===== src/rtl/dispensador_pkg.sv =====
// dispensador_pkg: state codes and button indices shared by the dispenser stages
package dispensador_pkg;
  typedef enum logic [1:0] {IDLE = 2'd0, SELECT = 2'd1, DISPENSE = 2'd2, DONE = 2'd3} state_t;
  localparam int BTN_NEXT = 0;
  localparam int BTN_QTY = 1;
  localparam int BTN_START = 2;
  localparam int BTN_CANCEL = 3;
endpackage


===== src/rtl/dispensador_fsm_if.sv =====
// dispensador_if: debounced buttons in, motor enables and display status out
interface dispensador_if #(parameter int NUM_GRAINS = 4);
  logic [3:0] btn;
  logic [NUM_GRAINS-1:0] motor;
  logic [$clog2(NUM_GRAINS)-1:0] grain_sel;
  logic [3:0] qty;
  logic [1:0] state_o;
  logic busy;
  logic done;
  modport master(output btn, input motor, grain_sel, qty, state_o, busy, done);
  modport slave(input btn, output motor, grain_sel, qty, state_o, busy, done);
endinterface


===== src/rtl/detector_flanco.sv =====
// detector_flanco: rising-edge detector; history resets to ones so levels held through reset never fire
module detector_flanco #(parameter int WIDTH = 4) (
  input  logic             clk,
  input  logic             rst,
  input  logic [WIDTH-1:0] level,
  output logic [WIDTH-1:0] press
);
  logic [WIDTH-1:0] level_q;
  always_ff @(posedge clk)
    if (rst) level_q <= '1;
    else level_q <= level;
  assign press = level & ~level_q;
endmodule


===== src/rtl/dispensador_fsm.sv =====
// dispensador_fsm: turns button presses into select/quantity/start/cancel and times the hopper motors
// define DISPENSADOR_TIMEOUT_EN to return SELECT to IDLE after TIMEOUT_CYCLES without a press
module dispensador_fsm
  import dispensador_pkg::*;
#(
  parameter int NUM_GRAINS = 4,
  parameter int QTY_MAX = 9,
  parameter int TICKS_PER_UNIT = 50_000_000,
  parameter int DONE_CYCLES = 100_000_000,
  parameter int TIMEOUT_CYCLES = 500_000_000
) (
  input logic clk,
  input logic rst,
  dispensador_if.slave bus
);
  localparam int GW = $clog2(NUM_GRAINS);
  localparam int TW = TICKS_PER_UNIT > 1 ? $clog2(TICKS_PER_UNIT) : 1;
  localparam int DW = DONE_CYCLES > 1 ? $clog2(DONE_CYCLES) : 1;
  state_t state;
  logic [NUM_GRAINS-1:0] motor;
  logic [GW-1:0] grain_sel;
  logic [3:0] qty;
  logic [3:0] units_left;
  logic [TW-1:0] tick_cnt;
  logic [DW-1:0] done_cnt;
  logic [3:0] press;
  logic busy;
  logic done;
  logic timeout_hit;
  logic to_idle;
  detector_flanco #(.WIDTH(4)) u_flanco (.clk(clk), .rst(rst), .level(bus.btn), .press(press));
`ifdef DISPENSADOR_TIMEOUT_EN
  localparam int OW = TIMEOUT_CYCLES > 1 ? $clog2(TIMEOUT_CYCLES) : 1;
  logic [OW-1:0] idle_cnt;
  always_ff @(posedge clk)
    idle_cnt <= (rst || state != SELECT || |press) ? '0 : idle_cnt + 1'b1;
  always_comb timeout_hit = state == SELECT && !(|press) && idle_cnt == OW'(TIMEOUT_CYCLES - 1);
`else
  logic unused_timeout;
  always_comb timeout_hit = 1'b0;
  always_comb unused_timeout = ^32'(TIMEOUT_CYCLES);
`endif
  // every return to IDLE restores exactly the reset values, so both share one branch
  always_comb to_idle = press[BTN_CANCEL] || timeout_hit || (state == DONE && done_cnt == DW'(DONE_CYCLES - 1));
  always_ff @(posedge clk)
    if (rst || to_idle) begin
      state <= IDLE;
      motor <= '0;
      grain_sel <= '0;
      qty <= '0;
      units_left <= '0;
      tick_cnt <= '0;
      done_cnt <= '0;
      busy <= 1'b0;
      done <= 1'b0;
    end else
      case (state)
        IDLE:
          if (!press[BTN_START] && (press[BTN_QTY] || press[BTN_NEXT])) begin
            state <= SELECT;
            qty <= 4'd1;
          end
        SELECT:
          if (press[BTN_START]) begin
            state <= DISPENSE;
            tick_cnt <= '0;
            units_left <= qty;
            motor <= NUM_GRAINS'(1) << grain_sel;
            busy <= 1'b1;
          end else if (press[BTN_QTY]) qty <= qty == 4'(QTY_MAX) ? 4'd1 : qty + 4'd1;
          else if (press[BTN_NEXT]) grain_sel <= grain_sel == GW'(NUM_GRAINS - 1) ? '0 : grain_sel + 1'b1;
        DISPENSE:
          if (tick_cnt == TW'(TICKS_PER_UNIT - 1)) begin
            tick_cnt <= '0;
            units_left <= units_left - 4'd1;
            if (units_left == 4'd1) begin
              state <= DONE;
              motor <= '0;
              busy <= 1'b0;
              done <= 1'b1;
              done_cnt <= '0;
            end
          end else tick_cnt <= tick_cnt + 1'b1;
        DONE: done_cnt <= done_cnt + 1'b1;
      endcase
  assign bus.motor = motor;
  assign bus.grain_sel = grain_sel;
  assign bus.qty = qty;
  assign bus.state_o = state;
  assign bus.busy = busy;
  assign bus.done = done;
endmodule

===== src/flat_wrapper.sv =====
// flat-port wrapper written by rule: the top's interface ports become plain ports
module dispensador_fsm_flat import dispensador_pkg::*;
#(
  parameter int NUM_GRAINS = 4,
  parameter int QTY_MAX = 9,
  parameter int TICKS_PER_UNIT = 50_000_000,
  parameter int DONE_CYCLES = 100_000_000,
  parameter int TIMEOUT_CYCLES = 500_000_000
)
  (clk, rst, bus_btn, bus_motor, bus_grain_sel, bus_qty, bus_state_o, bus_busy, bus_done);
  dispensador_if #(.NUM_GRAINS(NUM_GRAINS)) bus_i ();
  input logic clk;
  input logic rst;
  input wire logic [$bits(bus_i.btn)-1:0] bus_btn;
  output wire logic [$bits(bus_i.motor)-1:0] bus_motor;
  output wire logic [$bits(bus_i.grain_sel)-1:0] bus_grain_sel;
  output wire logic [$bits(bus_i.qty)-1:0] bus_qty;
  output wire logic [$bits(bus_i.state_o)-1:0] bus_state_o;
  output wire logic [$bits(bus_i.busy)-1:0] bus_busy;
  output wire logic [$bits(bus_i.done)-1:0] bus_done;
  assign bus_i.btn = bus_btn;
  assign bus_motor = bus_i.motor;
  assign bus_grain_sel = bus_i.grain_sel;
  assign bus_qty = bus_i.qty;
  assign bus_state_o = bus_i.state_o;
  assign bus_busy = bus_i.busy;
  assign bus_done = bus_i.done;
  dispensador_fsm #(.NUM_GRAINS(NUM_GRAINS), .QTY_MAX(QTY_MAX), .TICKS_PER_UNIT(TICKS_PER_UNIT), .DONE_CYCLES(DONE_CYCLES), .TIMEOUT_CYCLES(TIMEOUT_CYCLES)) u_core (.clk(clk), .rst(rst), .bus(bus_i));
endmodule

===== config.mk =====
export PLATFORM = sky130hd
export DESIGN_NAME = dispensador_fsm_flat
export DESIGN_NICKNAME = d
export VERILOG_FILES = /design/src/rtl/dispensador_pkg.sv /design/src/rtl/dispensador_fsm_if.sv /design/src/rtl/detector_flanco.sv /design/src/rtl/dispensador_fsm.sv /design/src/flat_wrapper.sv
export SDC_FILE = /design/constraint.sdc
export NUM_CORES = 1
export LEC_CHECK = 0
export CAP_MARGIN = 20
export CORE_MARGIN = 2
export CORE_UTILIZATION = 53
export DETAILED_ROUTE_END_ITERATION = 8
export DONT_BUFFER_PORTS = 1
export PLACE_DENSITY_LB_ADDON = 0.12
export SLEW_MARGIN = 20
export SYNTH_ARGS = -nofsm -noshare
export SYNTH_HDL_FRONTEND = slang
export SYNTH_SLANG_ARGS = --single-unit

===== constraint.sdc =====
create_clock -name clk -period 2.67 [get_ports clk]
set_clock_uncertainty 0.05 [all_clocks]
set_input_delay 0.4005 -clock clk [delete_from_list [all_inputs] [get_ports clk]]
set_output_delay 0.4005 -clock clk [all_outputs]
set_load 0.005 [all_outputs]

======== After elaboration in Yosys (flattened, before gate mapping) ========
Index checks and enable logic that the tools add are counted.
word-level totals
  register bits after elaboration ......... 75
  bits of input ports ..................... 6
  output and inout port bits .............. 14
  word-level logic and storage cells ...... 81
operators by class
  add/subtract/negate cells ............... 5
  eq/ne operators ......................... 14
  shifts and indexed selects .............. 1
  muxes and demuxes ....................... 28
  bitwise operators ....................... 4
  reduce and logical (&&, ||, !) cells .... 19
operator list
  cell                                                   number
  two-way mux 27 bit                                     2
  case mux 27 bit (2 select lines)                       1
  two-way mux 26 bit                                     2
  case mux 26 bit (2 select lines)                       1
  two-way mux 4 bit                                      9
  adder 27 x 1 -> 27 bit, second input constant          1
  == test 27 bit, second input constant                  1
  adder 26 x 1 -> 26 bit, second input constant          1
  == test 26 bit, second input constant                  1
  case mux 4 bit (2 select lines)                        3
  AND reduction 4 bit                                    3
  two-way mux 2 bit                                      5
  inequality test 2 x 1 -> 1 bit, second input constant  5
  AND reduction 3 bit                                    3
  == test 2 bit, second input constant                   3
  case mux 2 bit (3 select lines)                        1
  nonzero test 2 bit                                     3
  AND reduction 5 bit                                    1
  adder 4 x 1 -> 4 bit, second input constant            1
  bitwise AND 4 bit                                      1
  == test 4 x 1 -> 1 bit, second input constant          1
  == test 4 bit, second input constant                   1
  NOT 4 bit                                              1
  left shift 1 x 2 -> 4 bit, first input constant        1
  13 further kinds                                       19

======== Longest topological paths before layout ========
Gate-level depths: netlist of run 1.
  depth in word-level cells ............... 6
  gate-level depth with buffers ........... 10
  depth with buffers taken out ............ 8

======== Hierarchy ========
A second synthesis of run 1 with hierarchy kept.
unflattened totals
  cell total of the unflattened synthesis .. 479
  area total of the unflattened synthesis .. 4018.9 um2
modules (own cells, without submodules)
  module           instances  cells each  area an instance (um2)  sequential area each (um2)
  dispensador_fsm  1          467         3888.7                  1421.4
  detector_flanco  1          12          130.1                   80.1

======== Least setup slack after synthesis of run 1 ========
Ideal clock, no wire load.
  kind .................................... register to register
  from .................................... register u_core.tick_cnt[0]
  to ...................................... register u_core.done_cnt[5]
  library setup time ...................... 0.117 ns
  data arrival time ....................... 2.118 ns
  required time ........................... 2.503 ns
  setup slack ............................. 0.385 ns
  stages on the path, launching flop included .. 10
  buffers on the path ..................... 2
  clock period less this slack ............ 2.285 ns
  cell sequence ........................... dfxtp_1 ha_1 nand2_1 or3_1 buf_6 or3_1 o21bai_2 buf_2 a21oi_1 a22o_1
between the ends
  cells in the longest elaborated chain, start to end .. 3
RTL lines
  item                                             RTL line               source
  from (decl)                                      dispensador_fsm.sv:24  logic [TW-1:0] tick_cnt;
  from (signal assigned)                           dispensador_fsm.sv:83  end else tick_cnt <= tick_cnt + 1'b1;
  == test 26 bit                                   dispensador_fsm.sv:73  if (tick_cnt == TW'(TICKS_PER_UNIT - 1)) begin
  inequality test 2 x 1 -> 1 bit (no source line)  -
  AND reduction 3 bit (no source line)             -
  to (signal assigned)                             dispensador_fsm.sv:84  DONE: done_cnt <= done_cnt + 1'b1;
  to (decl)                                        dispensador_fsm.sv:25  logic [DW-1:0] done_cnt;
No other way between the ends.
A chain may end at the register's enable or synchronous reset.

======== Final worst setup path of run 1 ========
  from .................................... register u_core.tick_cnt[0]
  to ...................................... register u_core.done_cnt[14]
The elaborated chain is that of the path after synthesis.

==> results.py, run 1 <==
metrics = {
    "clocking": {
        "root_buffer": "clkbuf_8",
        "clkTransAtPathRegs_ns": 0.08,
        "numClockSinks": 75,
        "cts_max_level": 3,
        "clkLatencyLatePin_ns": 0.35,
        "ctsHoldBuffers": 0,
        "postCtsSetupBuffers": 0,
        "cts-resized-gates": 0,
        "cts_tree": "done",
        "clockBufferDepth": 2,
        "cts_made_buffers": 9,
    },
    "logic_synthesis": {
        "synth-edff-count": 0,
        "synth_ff_type": "dfxtp_1",
        "synth-seq-cells": 75,
        "synthDistinctLibCells": 59,
        "synthArstFlopShare": 0,
        "synth.net_count": 472,
        "ys_warn_count": 0,
        "avgSynthCellArea_um2": 8.54,
        "syn_inst": 451,
        "synth_area_mm2": 0.00385,
        "ys_seq_area_frac": 0.390,
    },
    "layout": {
        "fin_cells": 559,
        "area_growth_pct": 9.42,
        "fill_cells": 669,
        "layout-drive-gt1-share": 0.102,
        "antenna_cells": 0,
        "nets": 478,
    },
    "die": {
        "die_y_um": 89.3,
        "top_level_ports": 20,
        "initial_core_util": 0.540,
        "die_w_um": 89.3,
        "core_area_mm2": 0.00714,
        "die_area_mm2": 0.00797,
        "row_count": 31,
    },
    "power": {
        "powerDensity_mw_per_mm2": 565,
        "p_leak_nw": 1.50,
        "ir_drop_mv": 0.357,
    },
    "setup_path": {
        "critPathArrivalTime_ns": 2.65,
        "startpoint_type": "flip-flop",
        "crit_fanout": 12,
        "cp.required_ns": 2.86,
        "criticalPathCategory": "reg2reg",
        "endpoint_kind": "flip-flop",
    },
    "worst_hold_path": {
        "hold_class": "in2reg",
    },
    "routing": {
        "routedWlPerCell_um": 14.8,
        "wirelength_um": 8260,
        "num_vias": 3276,
        "first_pass_iters": 4,
        "drt-vias-per-instance": 5.86,
        "drtAntennaViolNets": 0,
        "drc": 0,
        "drt_iter0_markers": 170,
    },
    "timing": {
        "maxSlewViolCount": 0,
        "fin_crit_ns": 2.45,
        "relSlewSlack": 0.564,
        "rsz0062_at_grt": "false",
        "worstMarginPinSlew_ns": 0.648,
        "tns_ns": 0,
        "finalHoldViolCount": 0,
        "finalSetupViolations": 0,
        "max_freq_mhz": 407,
        "fin_crit_sh": 0.919,
    },
    "grt": {
        "grtUsageTotal": 0.227,
        "grt_pass1_wl_um": 14200,
        "overflow": 0,
        "grt_pass1_vias": 2975,
        "grt_start_max_net_pins": 21,
        "antenna_found_initial": 0,
    },
    "place": {
        "placed_cells": 545,
        "port_buffers": 0,
        "finalWeightedCongestion": 0.845,
        "hpwlAfterDp_um": 5990,
    },
    "job": {
        "maxCapViolations": 0,
    },
    "outcome": {
        "status": "complete, no violations",
    },
}
[through the flow]
stage	hold WS (ns)	utilization	power, mW	worst slack, ns	area [um^2]
floorplan	0.392	-	1.42	0.385	3850
global placement	0.406	0.563	1.50	0.274	4020
detailed placement	0.417	0.563	1.50	0.231	4020
CTS	0.0864	0.591	2.40	0.223	4220
global route	0.0831	0.591	2.49	0.0470	4220
finish	0.0983	0.591	2.38	0.216	4220
[flip-flops by register name (all words and copies together) (netlist names)]
| name | flops |
|---|---|
| u_core.bus.qty | 4 |
| u_core.bus.state_o | 2 |
| u_core.bus.done | 1 |
| u_core.tick_cnt | 26 |
| u_core.done_cnt | 27 |
| u_core.u_flanco.level_q | 4 |
| u_core.units_left | 4 |
| u_core.bus.grain_sel | 2 |
| u_core.bus.busy | 1 |
| u_core.bus.motor | 4 |
[where the power goes]
group | switching (mW) | internal (mW) | leakage, nW | total [mW]
Clock | 0.407 | 0.497 | 0.104 | 0.904
Combinational | 0.197 | 0.111 | 0.786 | 0.308
Sequential | 0.0296 | 1.14 | 0.606 | 1.17
Total | 0.633 | 1.75 | 1.50 | 2.38
[cell families after synthesis]
family                   synth area share
flip-flops                          0.390
AND/OR/NAND/NOR                     0.287
multiplexers                      0.00779
buffers and inverters              0.0354
XOR/XNOR                           0.0727
AO/OA/AOI/OAI                       0.159
adder cells (fa/ha/maj)            0.0487
[cell usage after synthesis (8+ instances only)]
master	count	area, um^2
and3_1	9	56.3
ha_1	15	188
xor2_1	26	228
nand3b_1	9	67.6
or2_2	8	50.1
o21ai_0	13	65.1
nor3_1	8	40.0
or3_1	8	50.1
nand2_1	34	128
dfxtp_1	75	1500
nor2_1	56	210
and4_1	8	70.1
nand4_1	10	62.6
nand3_1	20	100
a21oi_1	26	130
clkbuf_1	16	60.1
inv_1	13	48.8
[routing by layer]
metal,vias up,routed length (um),GRT usage
met5,-,0,0
met1,1548,3970,0.318
met2,76,3740,0.345
li1,1634,-,-
met3,18,383,0.0406
met4,0,169,0.0991
[critical path, cell delays in order, from the launching register on]
cell and delay [ns]:
dfxtp_1 0.40, ha_1 0.19, nand2_1 0.05, or3_1 0.51
or3_1 0.46, o21bai_2 0.15, buf_4 0.19, a21oi_1 0.06
a211o_1 0.28
[final timing paths]
check / endpoint / cells after the start / from / slack [ns]
setup / recovery: u_core.done_cnt[14] / 8 / u_core.tick_cnt[0] / 0.22
hold / removal: u_core.u_flanco.level_q[3] / 1 / rst / 0.1
setup reg to reg: u_core.done_cnt[14] / 8 / u_core.tick_cnt[0] / 0.22
hold reg to reg: u_core.bus.motor[3] / 2 / u_core.bus.motor[3] / 0.42
[cells in the final DEF, fill, tap and decap left out, drive strengths merged, types with 7 or more instances in the layout]
master,synthesis,final
a21oi,26,26
and3,9,9
and4,8,8
buf,4,15
clkbuf,16,12
dfxtp,75,75
ha,15,15
inv,13,13
nand2,34,34
nand3,20,20
nand3b,9,9
nand4,11,11
nor2,57,57
nor3,8,8
nor4,7,7
o21ai,13,13
or2,8,8
or3,8,8
xor2,26,26
[layout make-up]
class,instances,area (um^2),share of cell area
multi-input cells,343,2230,0.529
inverters,13,48.8,0.0116
well taps,99,124,0.0294
repair buffers,15,113,0.0267
flip-flops and latches,75,1500,0.356
clock inverters,2,35.0,0.00831
clock buffers,12,165,0.0392
Power figures use the tool's default switching activity.
==> run 2: changes to the inputs <==
--- a/config.mk
+++ b/config.mk
@@ -5,6 +5,7 @@
 export SDC_FILE = /design/constraint.sdc
 export NUM_CORES = 1
 export LEC_CHECK = 0
+export ABC_AREA = 1
 export CAP_MARGIN = 20
 export CORE_MARGIN = 2
 export CORE_UTILIZATION = 53
==> constraint.sdc (replaced) <==
create_clock -name clk -period 2.2 [get_ports clk]
set_clock_uncertainty 0.05 [all_clocks]
set_input_delay 0.33 -clock clk [delete_from_list [all_inputs] [get_ports clk]]
set_output_delay 0.33 -clock clk [all_outputs]
set_load 0.005 [all_outputs]
==> results.py, run 2 <==
metrics = {
    "outcome": {
        "status": "complete, no violations",
    },
    "routing": {
        "wirelength_um": 10800,
        "drt-vias-per-instance": 5.25,
        "drt_iter0_markers": 180,
        "routedWlPerCell_um": 12.9,
        "first_pass_iters": 5,
        "drc": 0,
        "drtAntennaViolNets": 0,
        "num_vias": 4377,
    },
    "place": {
        "hpwlAfterDp_um": 7940,
        "port_buffers": 0,
        "dpl_cell_area_mm2": 0.00474,
        "finalWeightedCongestion": 0.866,
    },
    "logic_synthesis": {
        "synth_ff_type": "dfxtp_1",
        "syn_inst": 711,
        "synthArstFlopShare": 0,
        "synth.largest_area_cell": "dfxtp_1",
        "synth-seq-cells": 75,
        "synth_area_mm2": 0.00461,
        "synth_most_common_cell": "nand2_1",
        "ys_seq_area_frac": 0.326,
        "synth.net_count": 732,
        "synth_area_leaders": "dfxtp_1, nand2_1, nor2_1",
        "synth-edff-count": 0,
        "synth_top_cell_area_share": 0.326,
        "synthDistinctLibCells": 42,
        "avgSynthCellArea_um2": 6.48,
        "synthTopCellsByCount": "nand2_1, nor2_1, dfxtp_1",
        "ys_warn_count": 0,
    },
    "timing": {
        "tns_ns": 0,
        "max_freq_mhz": 496,
        "finalHoldViolCount": 0,
        "worstMarginPinSlew_ns": 0.459,
        "finalSetupViolations": 0,
        "fin_crit_ns": 2.02,
        "holdWs_ns": 0.0123,
        "fin_crit_sh": 0.917,
        "relSlewSlack": 0.690,
        "rsz0062_at_grt": "false",
        "maxSlewViolCount": 0,
    },
    "clocking": {
        "postCtsSetupBuffers": 0,
        "cts_tree": "done",
        "clockBufferDepth": 2,
        "cts_max_level": 3,
        "clkLatencyLatePin_ns": 0.37,
        "cts_made_buffers": 9,
        "clkTransAtPathRegs_ns": 0.09,
        "numClockSinks": 75,
        "root_buffer": "clkbuf_8",
    },
    "layout": {
        "area_growth_pct": 8.45,
        "multi_input_area_mm2": 0.00270,
        "reg_top3": "u_core.done_cnt x27, u_core.tick_cnt x26",
        "final_common_cell": "nand2_1",
        "largest_reg_flops": 27,
        "regArea_mm2": 0.00150,
        "regMostFlops": "u_core.done_cnt",
        "final_cell_mix": "nand2_1, nor2_1, dfxtp_1",
        "antenna_cells": 0,
        "fill_cells": 884,
        "layout-drive-gt1-share": 0.102,
        "nets": 742,
        "finalInstanceArea_mm2": 0.00499,
    },
    "die": {
        "top_level_ports": 20,
        "die_area_mm2": 0.00945,
        "die_w_um": 97.2,
        "die_y_um": 97.2,
        "core_area_mm2": 0.00859,
        "row_count": 34,
        "initial_core_util": 0.536,
    },
    "setup_path": {
        "crit_fanout": 8,
        "criticalPathCategory": "reg2reg",
        "cp.required_ns": 2.40,
        "critPathArrivalTime_ns": 2.22,
        "startpoint_type": "flip-flop",
        "endpoint_kind": "flip-flop",
    },
    "power": {
        "p_leak_nw": 1.80,
        "powerDensity_mw_per_mm2": 655,
        "ir_drop_mv": 0.406,
    },
    "grt": {
        "grtUsageTotal": 0.230,
        "grt_pass1_wl_um": 18100,
        "overflow": 0,
        "antenna_found_initial": 0,
        "grt_pass1_vias": 3989,
        "grt_start_max_net_pins": 19,
    },
    "worst_hold_path": {
        "hold_class": "in2reg",
    },
    "job": {
        "maxCapViolations": 0,
    },
}
[run 2: changes by cell type in the layout (fill, tap and decap cells not counted), sizes merged, moves of 14 or more]
cell | before | now
inv | 13 | 77
a21oi | 26 | 50
xor2 | 26 | 12
nor2 | 57 | 133
nand2 | 34 | 208
nand3 | 20 | 64
[run 2: kinds of logic (layout without fill, tap and decap cells)]
family | after synthesis | in the layout | synth area share
AOI/OAI and AO/OA | 73 | 73 | 0.0899
xor gates and xnor gates | 19 | 19 | 0.0361
adders and majority gates | 15 | 15 | 0.0407
buffers and inverters | 92 | 107 | 0.0902
DFF | 75 | 75 | 0.326
and+or+nand+nor | 437 | 437 | 0.417
[run 2: cell type report]
type                            instances  share of cell area
Multi-Input combinational cell        544               0.540
Clock buffer                            9              0.0248
Sequential cell                        75               0.301
Inverter                               75              0.0564
Timing Repair Buffer                   16              0.0296
Tap cell                              108              0.0271
Clock inverter                          7              0.0215
[run 2: worst max-delay path: stages (launching register included)]
cell and delay (ns):
dfxtp_2 0.39, inv_1 0.10, ha_1 0.22, inv_1 0.16, nand2_1 0.13, o21ai_4 0.14, buf_4 0.23, nand2_1 0.13
nand2_4 0.11, inv_1 0.11, nand2_1 0.09, nor2_1 0.04
[run 2: worst paths after layout]
check	start	endpoint	slack [ns]	cells past startpoint
hold reg to reg	u_core.units_left[1]	u_core.units_left[1]	0.43	2
hold / removal	rst	u_core.u_flanco.level_q[2]	0.01	1
setup / recovery	u_core.bus.state_o[1]	u_core.tick_cnt[3]	0.18	11
setup reg to reg	u_core.bus.state_o[1]	u_core.tick_cnt[3]	0.18	11
[run 2: stage by stage]
stage / utilization / std cells / setup slack, ns / power (mW)
floorplan: - / 711 / 0.371 / 1.86
global placement: 0.552 / 817 / 0.238 / 2.01
detailed placement: 0.552 / 817 / 0.175 / 2.03
CTS: 0.580 / 834 / 0.129 / 3.29
global route: 0.581 / 834 / 0.0662 / 3.42
finish: 0.581 / 834 / 0.183 / 3.27
[run 2: timing repair]
item                                    CTS  global route
hold buffers                              1             0
endpoints found under the setup margin    0             8
hold endpoints to repair                  1             0
gates resized for setup                   0             3
[run 2: power by group]
part           internal (mW)  switching (mW)  total [mW]  leakage, nW
clock                  0.660           0.600        1.26        0.114
sequential              1.40          0.0580        1.46        0.606
combinational          0.193           0.358       0.551         1.08
total                   2.25            1.02        3.27         1.80
[run 2: layer usage]
metal | global-route usage | part of all wire | vias up
met3 | 0.0453 | 0.037 | 19
met4 | 0.0855 | 0.016 | 0
met5 | 0 | 0 | -
met1 | 0.290 | 0.46 | 2001
li1 | - | - | 2274
met2 | 0.390 | 0.48 | 83
==> run 3: changes to the inputs <==
--- a/config.mk
+++ b/config.mk
@@ -6,7 +6,6 @@
 export NUM_CORES = 1
 export LEC_CHECK = 0
 export ABC_AREA = 1
-export CAP_MARGIN = 20
 export CORE_MARGIN = 2
 export CORE_UTILIZATION = 53
 export DETAILED_ROUTE_END_ITERATION = 8
==> results of run 3 <==
No change in the layout: final DEF, timing and power equal those of run 2.
